[src/rtl/rf_seq_pkg.sv]
// Shared opcode/state types for the register-file command sequencer.
package rf_seq_pkg;

  localparam int unsigned OP_W = 3;

  typedef enum logic [2:0] {
    OP_NOP  = 3'd0,
    OP_LOAD = 3'd1,
    OP_COPY = 3'd2,
    OP_ADD  = 3'd3,
    OP_SWAP = 3'd4,
    OP_FILL = 3'd5
  } op_e;

  typedef enum logic [2:0] {
    ST_IDLE  = 3'd0,
    ST_EXEC  = 3'd1,
    ST_SWAP2 = 3'd2,
    ST_SWEEP = 3'd3,
    ST_DONE  = 3'd4
  } state_e;

  // Opcodes 6 and 7 are reserved and run as NOP.
  function automatic logic is_reserved(input logic [OP_W-1:0] op);
    return op[2] & op[1];
  endfunction

endpackage

[src/rtl/rf_sweep_ctr.sv]
// Address counter for FILL sweeps; last flags the final register address.
module rf_sweep_ctr #(
  parameter int AW = 4
) (
  input  logic          clk,
  input  logic          rst,
  input  logic          clr,
  input  logic          inc,
  output logic [AW-1:0] cnt,
  output logic          last
);

  // Counter register, clear has priority over increment.
  always_ff @(posedge clk or negedge rst) begin
    if (!rst) begin
      cnt <= {AW{1'b0}};
    end else if (clr) begin
      cnt <= {AW{1'b0}};
    end else if (inc) begin
      cnt <= cnt + {{(AW-1){1'b0}}, 1'b1};
    end else begin
      cnt <= cnt;
    end
  end

  assign last = (cnt == {AW{1'b1}});

endmodule

[src/rtl/rf_op_seq.sv]
// Register-file command sequencer: one command per handshake, done pulse once committed.
// Optional cmd_err output for reserved opcodes when RF_OP_SEQ_ERR_EN is defined.
module rf_op_seq
  import rf_seq_pkg::*;
#(
  parameter int BW = 8,
  parameter int AW = 4
) (
  input  logic          clk,
  input  logic          rst,
  input  logic          cmd_valid,
  output logic          cmd_ready,
  input  logic [2:0]    cmd_op,
  input  logic [AW-1:0] cmd_x,
  input  logic [AW-1:0] cmd_y,
  input  logic [BW-1:0] cmd_imm,
  output logic          busy,
  output logic          done,
`ifdef RF_OP_SEQ_ERR_EN
  output logic          cmd_err,
`endif
  output logic [AW-1:0] rf_ra,
  output logic [AW-1:0] rf_rb,
  input  logic [BW-1:0] rf_a,
  input  logic [BW-1:0] rf_b,
  output logic [AW-1:0] rf_rd,
  output logic [BW-1:0] rf_d,
  output logic          rf_writed
);

  state_e        state_r;
  logic [2:0]    op_r;
  logic [AW-1:0] x_r;
  logic [AW-1:0] y_r;
  logic [BW-1:0] imm_r;
  logic [BW-1:0] tmp_r;
  logic [AW-1:0] cnt_s;
  logic          last_s;
  logic          ctr_clr_s;
  logic          ctr_inc_s;

  assign ctr_clr_s = ((state_r == ST_IDLE) && cmd_valid && (cmd_op == OP_FILL)) ||
                     ((state_r == ST_SWEEP) && last_s);
  assign ctr_inc_s = (state_r == ST_SWEEP);

  rf_sweep_ctr #(.AW(AW)) u_ctr (
    .clk  (clk),
    .rst  (rst),
    .clr  (ctr_clr_s),
    .inc  (ctr_inc_s),
    .cnt  (cnt_s),
    .last (last_s)
  );

  // Sequencer FSM with command latch and SWAP holding register.
  always_ff @(posedge clk or negedge rst) begin
    if (!rst) begin
      state_r <= ST_IDLE;
      op_r    <= 3'd0;
      x_r     <= {AW{1'b0}};
      y_r     <= {AW{1'b0}};
      imm_r   <= {BW{1'b0}};
      tmp_r   <= {BW{1'b0}};
    end else begin
      case (state_r)
        ST_IDLE: begin
          if (cmd_valid) begin
            op_r  <= cmd_op;
            x_r   <= cmd_x;
            y_r   <= cmd_y;
            imm_r <= cmd_imm;
            case (cmd_op)
              OP_LOAD, OP_COPY, OP_ADD, OP_SWAP: state_r <= ST_EXEC;
              OP_FILL:                           state_r <= ST_SWEEP;
              default:                           state_r <= ST_DONE;
            endcase
          end else begin
            state_r <= ST_IDLE;
          end
        end
        ST_EXEC: begin
          if (op_r == OP_SWAP) begin
            tmp_r   <= rf_a;
            state_r <= ST_SWAP2;
          end else begin
            state_r <= ST_DONE;
          end
        end
        ST_SWAP2: state_r <= ST_DONE;
        ST_SWEEP: state_r <= last_s ? ST_DONE : ST_SWEEP;
        ST_DONE:  state_r <= ST_IDLE;
        default:  state_r <= ST_IDLE;
      endcase
    end
  end

  assign cmd_ready = (state_r == ST_IDLE);
  assign busy      = (state_r != ST_IDLE);
  assign done      = (state_r == ST_DONE);
`ifdef RF_OP_SEQ_ERR_EN
  assign cmd_err   = (state_r == ST_DONE) && is_reserved(op_r);
`endif

  // Register-file port drive; everything idles at zero outside write states.
  always_comb begin
    rf_ra     = {AW{1'b0}};
    rf_rb     = {AW{1'b0}};
    rf_rd     = {AW{1'b0}};
    rf_d      = {BW{1'b0}};
    rf_writed = 1'b0;
    case (state_r)
      ST_EXEC: begin
        rf_ra     = x_r;
        rf_rb     = y_r;
        rf_rd     = x_r;
        rf_writed = 1'b1;
        case (op_r)
          OP_LOAD: rf_d = imm_r;
          OP_COPY: rf_d = rf_b;
          OP_ADD:  rf_d = rf_a + rf_b;
          OP_SWAP: rf_d = rf_b;
          default: rf_d = {BW{1'b0}};
        endcase
      end
      ST_SWAP2: begin
        rf_rd     = y_r;
        rf_d      = tmp_r;
        rf_writed = 1'b1;
      end
      ST_SWEEP: begin
        rf_rd     = cnt_s;
        rf_d      = imm_r;
        rf_writed = 1'b1;
      end
      default: begin
        rf_writed = 1'b0;
      end
    endcase
  end

endmodule
[config.mk]
export PLATFORM = sky130hd
export DESIGN_NAME = rf_op_seq
export DESIGN_NICKNAME = d
export VERILOG_FILES = /design/src/rtl/rf_seq_pkg.sv /design/src/rtl/rf_sweep_ctr.sv /design/src/rtl/rf_op_seq.sv
export SDC_FILE = /design/constraint.sdc
export NUM_CORES = 1
export LEC_CHECK = 0
export CORE_MARGIN = 2
export CORE_UTILIZATION = 24
export CTS_BUF_LIST = sky130_fd_sc_hd__clkbuf_8
export DETAILED_ROUTE_END_ITERATION = 8
export PLACE_DENSITY_LB_ADDON = 0.3
export SLEW_MARGIN = 20
export SYNTH_ARGS = -nofsm -noshare
export SYNTH_HDL_FRONTEND = slang
export SYNTH_SLANG_ARGS = --single-unit
[constraint.sdc]
create_clock -name clk -period 5.3 [get_ports clk]
set_input_delay 1.59 -clock clk [delete_from_list [all_inputs] [get_ports clk]]
set_output_delay 1.59 -clock clk [all_outputs]
set_load 0.005 [all_outputs]
==> reports/metrics.yaml <==
status:
  status: "completed"
floorplan:
  die_w_microns: 99.4
  die_area_sq_um: 9890
  die-height_microns: 99.4
  io_pins: 62
  start_util_pct: 24.9
  core_area_sq_um: 8760
  num_rows: 34
logic_synthesis:
  synth-async-reset-ratio_pct: 100
  ys_top_cells_by_count: "nand2_1, dfrtp_1, nor2_1"
  synthTopCellsByArea: "dfrtp_1, nand2_1, mux2_2, ha_1, a22oi_1"
  ys_seq_area_share_pct: 38.9
  synth.largest_area_cell: "dfrtp_1"
  synth_area_sq_um: 2190
  syn-instance-count: 248
  yosysWarnings: 0
  yosysUniqueCellTypes: 39
  ys_seq_elements: 34
  yosysMostFrequentCell: "nand2_1"
  ys.flop_type: "dfrtp_1"
  syn_nets: 295
  synth_area_per_cell_sq_um: 8.81
  synth_edf_count: 0
  synth.top_cell.area_share_pct: 38.9
timing:
  maxSlewHeadroom_pct: 42.5
  fin_tns_setup_ps: 0
  finClkSkew_ps: 9.34
  hold_viol: 0
  worstMarginPinSlew_ps: 862
  whs_ps: 493
  clock.fmax_mhz: 193
  slew_violations: 0
  finalCritPeriodShare_pct: 97.9
  final-setup-viol-count: 0
  rsz0062_at_grt: "no"
  period_minus_slack_ps: 5190
critical_path:
  cp_top_family: "buffers and inverters"
  crit_arrival_ps: 3600
  r2r_setup_slack_ps: 2760
  slowest_stage: "fa_2"
  cp-start-kind: "primary input"
  critPathCaptureType: "primary output"
  crit_fanout: 2
  cp.required_ps: 3710
  path_class: "primary input to primary output"
  timing.critical_path.cells: "dlygate4sd2_1 -> ha_2 -> fa_2 -> buf_4 -> buf_4 -> xor2_1 -> a221o_2 -> a22oi_1 -> nor3_1 -> clkdlybuf4s15_1"
  critPathBufInv: 4
  crit_path_max_incr_delay_ps: 360
  path_common_cell: "buf_4"
clock_network:
  cts.sinks: 34
  tritoncts.num_buffers: 5
  clock_path_buffers: 2
  cts_tree: "yes"
  clkLatencyLatePin_ps: 290
  clk_pin_slew_worst_paths_ps: 70
  htree_levels: 2
  root_buffer: "clkbuf_8"
route:
  drt_iter0_markers: 103
  drtPass1Iterations: 4
  totalWireLength_microns: 6510
  ant_nets: 0
  viasPerCell: 4.87
  drc: 0
  wl_per_cell_microns: 15.3
  dr_total_vias: 2074
place:
  post_dp_cell_area_sq_um: 2960
  io_buffers: 61
  place.gp.congestion: 0.823
  dpl.hpwl_microns: 4670
cells_and_area:
  finalCoreUtilization_pct: 35.2
  antenna_cells: 0
  area_delta_synth_final_pct: 41.0
  nNetsFinal: 364
  layout-drive-gt1-share_pct: 14.8
  stdcell_area_sq_um: 3080
global_routing:
  grt_pass1_vias: 2141
  grt_pass1_wl_microns: 10800
  grt_max_degree: 35
  track_usage_pct: 13.8
  globalRouteOverflowTotal: 0
  grt_antenna_before_repair: 0
power:
  vdd_drop_max_mv: 0.129
  leakage_nw: 1.36
  p_per_area_nw_per_um2: 424
run:
  cap_violations: 0
hold_path:
  hold_path.class: "flip-flop to flip-flop"
[layout make-up]
type	instances	area, sq um
Fill cell	890	5680
Clock buffer	6	82.6
Inverter	2	7.51
Tap cell	108	135
Multi-Input combinational cell	202	1310
Sequential cell	34	851
Clock inverter	2	8.76
Timing Repair Buffer	72	684
[report_power, final]
group	switching (mW)	leakage, nW	internal (mW)	total [mW]
registers	0.112	0.422	0.373	0.485
clock network	0.0952	0.0524	0.103	0.198
logic	0.306	0.884	0.317	0.623
total	0.513	1.36	0.793	1.31
[state kept, by name, summed over array words and instances (netlist names)]
name,cells
imm_r,8
op_r,3
u_ctr.cnt,4
tmp_r,8
state_r,3
x_r,4
y_r,4
[what timing repair did]
action / 4_1_cts / 5_1_grt
setup endpoints to repair: 7 / 1
pin swaps: 3 / 1
setup buffers: 1 / 0
hold buffers: 0 / 0
resized for setup: 18 / 1
[per-stage QoR]
step / worst slack, ps / total power [mW] / instances
final: 111 / 1.31 / 426
after global routing: 21.1 / 1.42 / 426
after CTS: 61.9 / 1.32 / 426
after detailed placement: -369 / 1.12 / 417
after global placement: -380 / 1.11 / 417
after floorplan: 721 / 0.857 / 248
[path summary, 6_finish.rpt]
kind / end / startpoint / depth (start not counted)
max: rf_d[2] / rf_b[0] / 10
max reg2reg: state_r[1]$_DFF_PN0_ / state_r[1]$_DFF_PN0_ / 5
min reg2reg: imm_r[4]$_DFFE_PN0P_ / imm_r[4]$_DFFE_PN0P_ / 2
min: imm_r[4]$_DFFE_PN0P_ / imm_r[4]$_DFFE_PN0P_ / 2
min in group asynchronous: x_r[1]$_DFFE_PN0P_ / rst / 2
max in group asynchronous: tmp_r[6]$_DFFE_PN0P_ / rst / 2
[kinds of logic (layout without fill, tap and decap cells)]
group / after synthesis / count (layout) / synth area share [%]
fa+ha+maj: 9 / 9 / 5.50
xor+xnor: 8 / 8 / 3.21
buf+inv: 12 / 82 / 2.46
flops: 34 / 34 / 38.9
mux: 16 / 16 / 8.13
compound gates: 48 / 48 / 15.7
simple gates: 121 / 121 / 26.0
[worst register-to-register path: stages, from the launching register on]
cell	delay, ps
dfrtp_1	450
buf_4	260
nor3_2	350
nand2_1	560
nor3_1	670
nand3b_1	190
[layer usage]
layer  wire (microns)  global-route usage, %
met1             3030                   17.6
met2             3080                   23.5
met3              341                   3.44
met4               63                   3.37
met5                0                      0
[cells in the final DEF, fill, tap and decap left out, types with 3 or more instances in the layout]
master | netlist | routed
dfrtp_1 | 34 | 34
xor2_1 | 5 | 5
o221ai_1 | 3 | 3
nand3_1 | 5 | 5
inv_1 | 2 | 3
dlygate4sd2_1 | 0 | 9
a221oi_1 | 4 | 4
mux2_2 | 14 | 14
ha_1 | 8 | 7
nor3_1 | 8 | 8
a211oi_2 | 0 | 4
clkbuf_8 | 0 | 6
and2_1 | 10 | 10
buf_4 | 1 | 11
o21bai_1 | 3 | 3
xnor2_1 | 3 | 3
nand2_1 | 69 | 69
a21oi_1 | 9 | 9
o21ai_0 | 4 | 4
clkdlybuf4s50_1 | 0 | 50
nor2_1 | 17 | 17
a22oi_1 | 9 | 9
No activity file was read; power rests on OpenSTA's default activity.
